<file path="src/rtl/pic_host_initiator.sv">
// pic_host_initiator: CPU-side bus initiator for the 8259 PIC.
// Runs ICW1..ICW4 + OCW1 initialisation, forwards OCW writes from a
// command port and services INT with an 8086-style two-pulse acknowledge,
// capturing the vector byte supplied during the second pulse.
// Optional build macro: PIC_HOST_INT_SYNC_EN adds a 2-flop synchronizer
// on INT (two extra cycles of INT-to-int_ack latency).
module pic_host_initiator #(
    parameter logic [7:0] ICW1      = 8'h13,
    parameter logic [7:0] ICW2      = 8'h20,
    parameter logic [7:0] ICW3      = 8'h00,
    parameter logic [7:0] ICW4      = 8'h01,
    parameter logic [7:0] OCW1_INIT = 8'hFF,
    parameter int         WR_WIDTH  = 2,
    parameter int         ACK_WIDTH = 2
) (
    input  logic       clk,
    input  logic       reset,
    input  logic       start_init,
    output logic       init_done,
    input  logic       cmd_valid,
    output logic       cmd_ready,
    input  logic       cmd_a0,
    input  logic [7:0] cmd_data,
    input  logic       INT,
    output logic       int_ack,
    output logic       cs_n,
    output logic       wr_n,
    output logic       rd_n,
    output logic       a0,
    output logic [7:0] data_out,
    output logic       data_oe,
    input  logic [7:0] data_in,
    output logic [7:0] vector,
    output logic       vector_valid
);

    typedef enum logic [2:0] {
        IDLE, WR_LOW, WR_REC, ACK1, ACK_GAP, ACK2, ACK_DONE, HOLDOFF
    } state_t;

    // Last count value of each timed phase (counters start at 0).
    localparam logic [7:0] WR_LAST  = 8'(WR_WIDTH - 1);
    localparam logic [7:0] ACK_LAST = 8'(ACK_WIDTH - 1);

    // Init step indices: 0 ICW1, 1 ICW2, 2 ICW3, 3 ICW4, 4 OCW1_INIT.
    localparam logic [2:0] STEP_LAST = 3'd4;

    state_t     state_q, state_d;
    logic [7:0] cnt_q, cnt_d;
    logic [2:0] step_q, step_d;
    logic       init_mode_q, init_mode_d;
    logic       init_done_q, init_done_d;
    logic       a0_q, a0_d;
    logic [7:0] data_q, data_d;
    logic [7:0] vector_q, vector_d;
    logic       int_s;

    // Step that follows s, skipping ICW3 in single mode and ICW4 when not requested.
    function automatic logic [2:0] next_step(input logic [2:0] s);
        logic [2:0] n;
        case (s)
            3'd0:    n = 3'd1;
            3'd1:    n = (ICW1[1] == 1'b0) ? 3'd2 : (ICW1[0] ? 3'd3 : 3'd4);
            3'd2:    n = ICW1[0] ? 3'd3 : 3'd4;
            default: n = 3'd4;
        endcase
        return n;
    endfunction

    // Byte written for a given init step.
    function automatic logic [7:0] step_byte(input logic [2:0] s);
        logic [7:0] b;
        case (s)
            3'd0:    b = ICW1;
            3'd1:    b = ICW2;
            3'd2:    b = ICW3;
            3'd3:    b = ICW4;
            default: b = OCW1_INIT;
        endcase
        return b;
    endfunction

`ifdef PIC_HOST_INT_SYNC_EN
    logic [1:0] int_sync_q;

    // Two-flop synchronizer for an INT coming from another clock domain.
    always_ff @(posedge clk) begin
        if (reset) int_sync_q <= 2'b00;
        else       int_sync_q <= {int_sync_q[0], INT};
    end

    assign int_s = int_sync_q[1];
`else
    assign int_s = INT;
`endif

    // State and datapath registers; reset returns every output to idle.
    always_ff @(posedge clk) begin
        if (reset) begin
            state_q     <= IDLE;
            cnt_q       <= 8'd0;
            step_q      <= 3'd0;
            init_mode_q <= 1'b0;
            init_done_q <= 1'b0;
            a0_q        <= 1'b0;
            data_q      <= 8'd0;
            vector_q    <= 8'd0;
        end else begin
            state_q     <= state_d;
            cnt_q       <= cnt_d;
            step_q      <= step_d;
            init_mode_q <= init_mode_d;
            init_done_q <= init_done_d;
            a0_q        <= a0_d;
            data_q      <= data_d;
            vector_q    <= vector_d;
        end
    end

    // Next-state logic: IDLE arbitration, write timing, init stepping, ack sequence.
    always_comb begin
        state_d     = state_q;
        cnt_d       = cnt_q;
        step_d      = step_q;
        init_mode_d = init_mode_q;
        init_done_d = init_done_q;
        a0_d        = a0_q;
        data_d      = data_q;
        vector_d    = vector_q;
        cmd_ready   = 1'b0;

        case (state_q)
            IDLE: begin
                if (start_init) begin
                    init_done_d = 1'b0;
                    init_mode_d = 1'b1;
                    step_d      = 3'd0;
                    a0_d        = 1'b0;
                    data_d      = ICW1;
                    cnt_d       = 8'd0;
                    state_d     = WR_LOW;
                end else if (init_done_q && int_s) begin
                    cnt_d   = 8'd0;
                    state_d = ACK1;
                end else if (init_done_q) begin
                    cmd_ready = 1'b1;
                    if (cmd_valid) begin
                        init_mode_d = 1'b0;
                        a0_d        = cmd_a0;
                        data_d      = cmd_data;
                        cnt_d       = 8'd0;
                        state_d     = WR_LOW;
                    end
                end
            end
            WR_LOW: begin
                if (cnt_q == WR_LAST) begin
                    cnt_d   = 8'd0;
                    state_d = WR_REC;
                end else begin
                    cnt_d = cnt_q + 8'd1;
                end
            end
            WR_REC: begin
                if (init_mode_q && step_q != STEP_LAST) begin
                    // Chain straight into the next init byte; all follow-on bytes use A0=1.
                    step_d  = next_step(step_q);
                    a0_d    = 1'b1;
                    data_d  = step_byte(next_step(step_q));
                    state_d = WR_LOW;
                end else begin
                    if (init_mode_q) init_done_d = 1'b1;
                    init_mode_d = 1'b0;
                    state_d     = IDLE;
                end
            end
            ACK1: begin
                if (cnt_q == ACK_LAST) begin
                    cnt_d   = 8'd0;
                    state_d = ACK_GAP;
                end else begin
                    cnt_d = cnt_q + 8'd1;
                end
            end
            ACK_GAP: begin
                state_d = ACK2;
            end
            ACK2: begin
                if (cnt_q == ACK_LAST) begin
                    // The PIC drives the vector during the second pulse.
                    vector_d = data_in;
                    cnt_d    = 8'd0;
                    state_d  = ACK_DONE;
                end else begin
                    cnt_d = cnt_q + 8'd1;
                end
            end
            ACK_DONE: begin
                state_d = HOLDOFF;
            end
            HOLDOFF: begin
                // INT is still high from the serviced request for a cycle; ignore it.
                state_d = IDLE;
            end
            default: begin
                state_d = IDLE;
            end
        endcase
    end

    assign cs_n         = (state_q != WR_LOW);
    assign wr_n         = (state_q != WR_LOW);
    assign data_oe      = (state_q == WR_LOW);
    assign rd_n         = 1'b1;
    assign int_ack      = (state_q == ACK1) || (state_q == ACK2);
    assign vector_valid = (state_q == ACK_DONE);
    assign a0           = a0_q;
    assign data_out     = data_q;
    assign vector       = vector_q;
    assign init_done    = init_done_q;

endmodule

</file>
<file path="config.mk">
export PLATFORM = sky130hd
export DESIGN_NAME = pic_host_initiator
export DESIGN_NICKNAME = d
export VERILOG_FILES = /design/src/rtl/pic_host_initiator.sv
export SDC_FILE = /design/constraint.sdc
export NUM_CORES = 1
export LEC_CHECK = 0
export ABC_AREA = 1
export BUFFER_PORTS_ARGS = -buffer_cell sky130_fd_sc_hd__buf_4
export CORE_MARGIN = 3
export CORE_UTILIZATION = 56
export DETAILED_ROUTE_END_ITERATION = 8
export GPL_TIMING_DRIVEN = 0
export PLACE_DENSITY = 0.84
export REMOVE_ABC_BUFFERS = 1
export SKIP_LAST_GASP = 1
export SYNTH_ARGS = -nofsm -noshare
export SYNTH_HDL_FRONTEND = slang
export SYNTH_SLANG_ARGS = --single-unit
</file>
<file path="constraint.sdc">
create_clock -name clk -period 3.2 [get_ports clk]
set_input_delay 0.16 -clock clk [delete_from_list [all_inputs] [get_ports clk]]
set_output_delay 0.16 -clock clk [all_outputs]
set_load 0.01 [all_outputs]
</file>
==> impl_results.md <==
- Status: complete, no violations
- Post-route cell area: 2180 µm²
- Drt first-iter violations: 92
- Final ANT Viol Nets: 0
- Mapped Area: 1800 µm²
- R2R cell count: 7
- Max IR drop VDD: 429 µV
- Vias per cell: 4.92
- Design Power: 1.56 mW
- Fmax: 0.621 GHz
- Worst R2R Setup Slack: 1.60 ns
- GRT overflow: 0
- Slew HR: 60.2%
- Max clock buf depth: 2
- Pwr dens: 716 nW/µm²
- Post-synthesis sequential area ratio: 36.7%
- I/O pins: 47
- Pre-CTS WS: 1.61 ns
- Combinational Power Share: 46.1%
- Min-Delay Path Depth: 3
- Routed via count: 1,829
- Largest net degree at the start of global routing: 22
- CP Buf/Inv Count: 3
- Worst Path Arrival: 1.45 ns
- Hold_buf cts: 0
- Clock network fraction of total power: 16.9%
- HPWL Detailed: 2940 µm
- Yosys cell types: 26
- Global-route wire length before repair: 7040 µm
- Unrepaired setup endpoints after global routing: false
- Crit-path max FO: 8
- Drc violations: 0
- Hold Violations, Final: 0
- CTS Buf Count: 5
- Pleak: 1.09 nW
- Fin util: 75.2%
- Core Footprint: 2900 µm²
- DIE WIDTH: 62.7 µm
- Setup violators final: 0
- Most common cell on crit path: inv_1
- Post-CTS Resized: 0
- Top post-synthesis cells by area: dfxtp_1 (37%), nand2_1 (16%), nor2_1 (12%), inv_1 (6.7%), nand3_1 (5.6%)
- Dpl cell area: 2110 µm²
- MaxCap Viol Count: 0
- Internal power: 0.913 mW
- Clock Skews: 0.00921 ns
- Root buf cell: clkbuf_4
- Worst Setup SP: state_q[1]
- Die height: 62.7 µm
- Worst setup SP type: flop
- Yosys Warn Count: 0
- Switching power: 0.647 mW
- Postcts setup bufs: 0
- Sequential Power Share: 37.1%
- Worst EP required: 3.04 ns
- Mean area per synthesized cell: 6.25 µm²
- Commonest non-fill, non-tap cells in the layout: nand2_1 (79), nor2_1 (58), buf_4 (45)
- Slowest stage delay, CP: 0.40 ns
- Cell taking the most area after synthesis: dfxtp_1
- Fraction of layout cells with a size suffix above 1: 18.8%
- Register bit total from synthesis: 33
- Min-Delay Startpoint: data_in[0]
- Initial antenna violation count: 0
- Critical Path Sink Type: primary output
- Starting Density: 62.1%
- Total clock sinks: 33
- TritonRoute pass-1 iters: 4
- Worst-Skew Late Latency: 0.33 ns
- Post-synth top area share: 36.7%
- Via count of the first global-routing pass: 1,677
- Fin Setup TNS: 0 ns
- CP Class: reg2out
- Cell family with most CP delay: flip-flops
- CTS tree: done
- Worst-path clk slew: 0.10 ns
- Slowest cell on crit path: dfxtp_1
- Slew Viols, Final: 0
- Std-Cell Rows: 19
- Average wire per standard cell: 10.5 µm
- Inserted Diodes: 0
- Hold Crit Endpoint: vector[0]
- Tcrit/Tclk final: 50.3%
- Net Sw Frac: 41.5%
- Syn-to-layout area delta: 21.1%
- Port bufs: 45
- DIE AREA: 3930 µm²
- Final wirelength: 3890 µm
- Hold Crit Class: in2reg
- Final worst slack: 1.59 ns
- Gr usage total: 21.7%
- Gp weighted congestion: 0.879
- Cells after Synth: 288
- Nets: 353
- Commonest non-fill, non-tap cell in the layout: nand2_1
- Minimum clock period: 1.61 ns
- Reg2reg start: state_q[1]
- Worst slew pin tran: 0.597 ns
- Crit-path cells: inv_1 > nand2_1 > nor2_1 > inv_1 > o21ai_0 > buf_4
- Crit Reg-Reg Endpoint: vector[7]
- H-tree depth: 2
==> cell usage after synthesis <==
master    count
dfxtp_1      33
or2_2         1
nand4_1       3
or2_1         1
ha_1          2
nor2_2        3
a21oi_1      17
nand3_4       1
a31oi_1       1
o31ai_1       1
buf_2         2
buf_6         4
o21ai_2       1
o21ai_0      16
inv_2         2
nor2_1       58
nand3_1      20
nand2_1      79
clkbuf_1      3
conb_1        1
nand3b_1      1
inv_1        32
buf_4         2
nand2_2       1
xor2_1        1
nor3_1        2
==> per-layer routing <==
layer / vias up / track usage [%] / wire length [µm]
met4: 0 / 7.44 / 26
met3: 2 / 6.65 / 301
met1: 793 / 25.4 / 1760
li1: 974 / - / -
met5: - / 0 / 0
met2: 60 / 37.2 / 1810
==> sequential cells by signal, summed over array words and instances, names as in the netlist <==
name         count
a0               1
cnt_q            8
data_out         8
init_done        1
init_mode_q      1
state_q          3
step_q           3
vector           8
==> logic make-up after synthesis <==
kind of cell,Yosys count,synth area share (%)
fa+ha+maj,2,1.39
other cells,1,0.208
compound gates,36,10.4
flops,33,36.7
xor+xnor,1,0.487
buf+inv,45,11.6
simple gates,170,39.2
==> how the worst max path moves through the flow <==
stage	to	depth (start not counted)
finish	int_ack	6
global route	vector[7]	7
CTS	int_ack	6
detailed placement	vector[7]	7
global placement	vector[2]	7
floorplan	data_out[0]	8
==> final cells by class <==
cell class / instances / area [µm²]
clock buffers: 7 / 65.1
clock inverters: 1 / 5.00
fillers: 266 / 721
inverters: 34 / 128
multi-input cells: 210 / 931
flip-flops and latches: 33 / 661
well taps: 42 / 52.6
repair buffers: 45 / 338
==> power by group through the flow <==
| stage | Sequential (mW) | Combinational [mW] | Clock [mW] |
|---|---|---|---|
| after floorplan | 0.604 | 0.452 | 0 |
| after global placement | 0.583 | 0.708 | 0 |
| after detailed placement | 0.587 | 0.718 | 0 |
| after CTS | 0.577 | 0.722 | 0.272 |
| after global routing | 0.598 | 0.826 | 0.288 |
| final | 0.578 | 0.719 | 0.264 |
==> worst min-delay path, delay by kind of cell <==
kind	cells	cell delay (ns)
buf+inv	1	0.07
compound gates	1	0.07
simple gates	1	0.07
==> through the flow <==
stage	hold WS (ns)	instances
floorplan	0.229	277
global placement	0.413	364
detailed placement	0.419	364
CTS	0.0657	372
global route	0.0701	372
finish	0.0779	372
(Power assumes the default switching activity.)
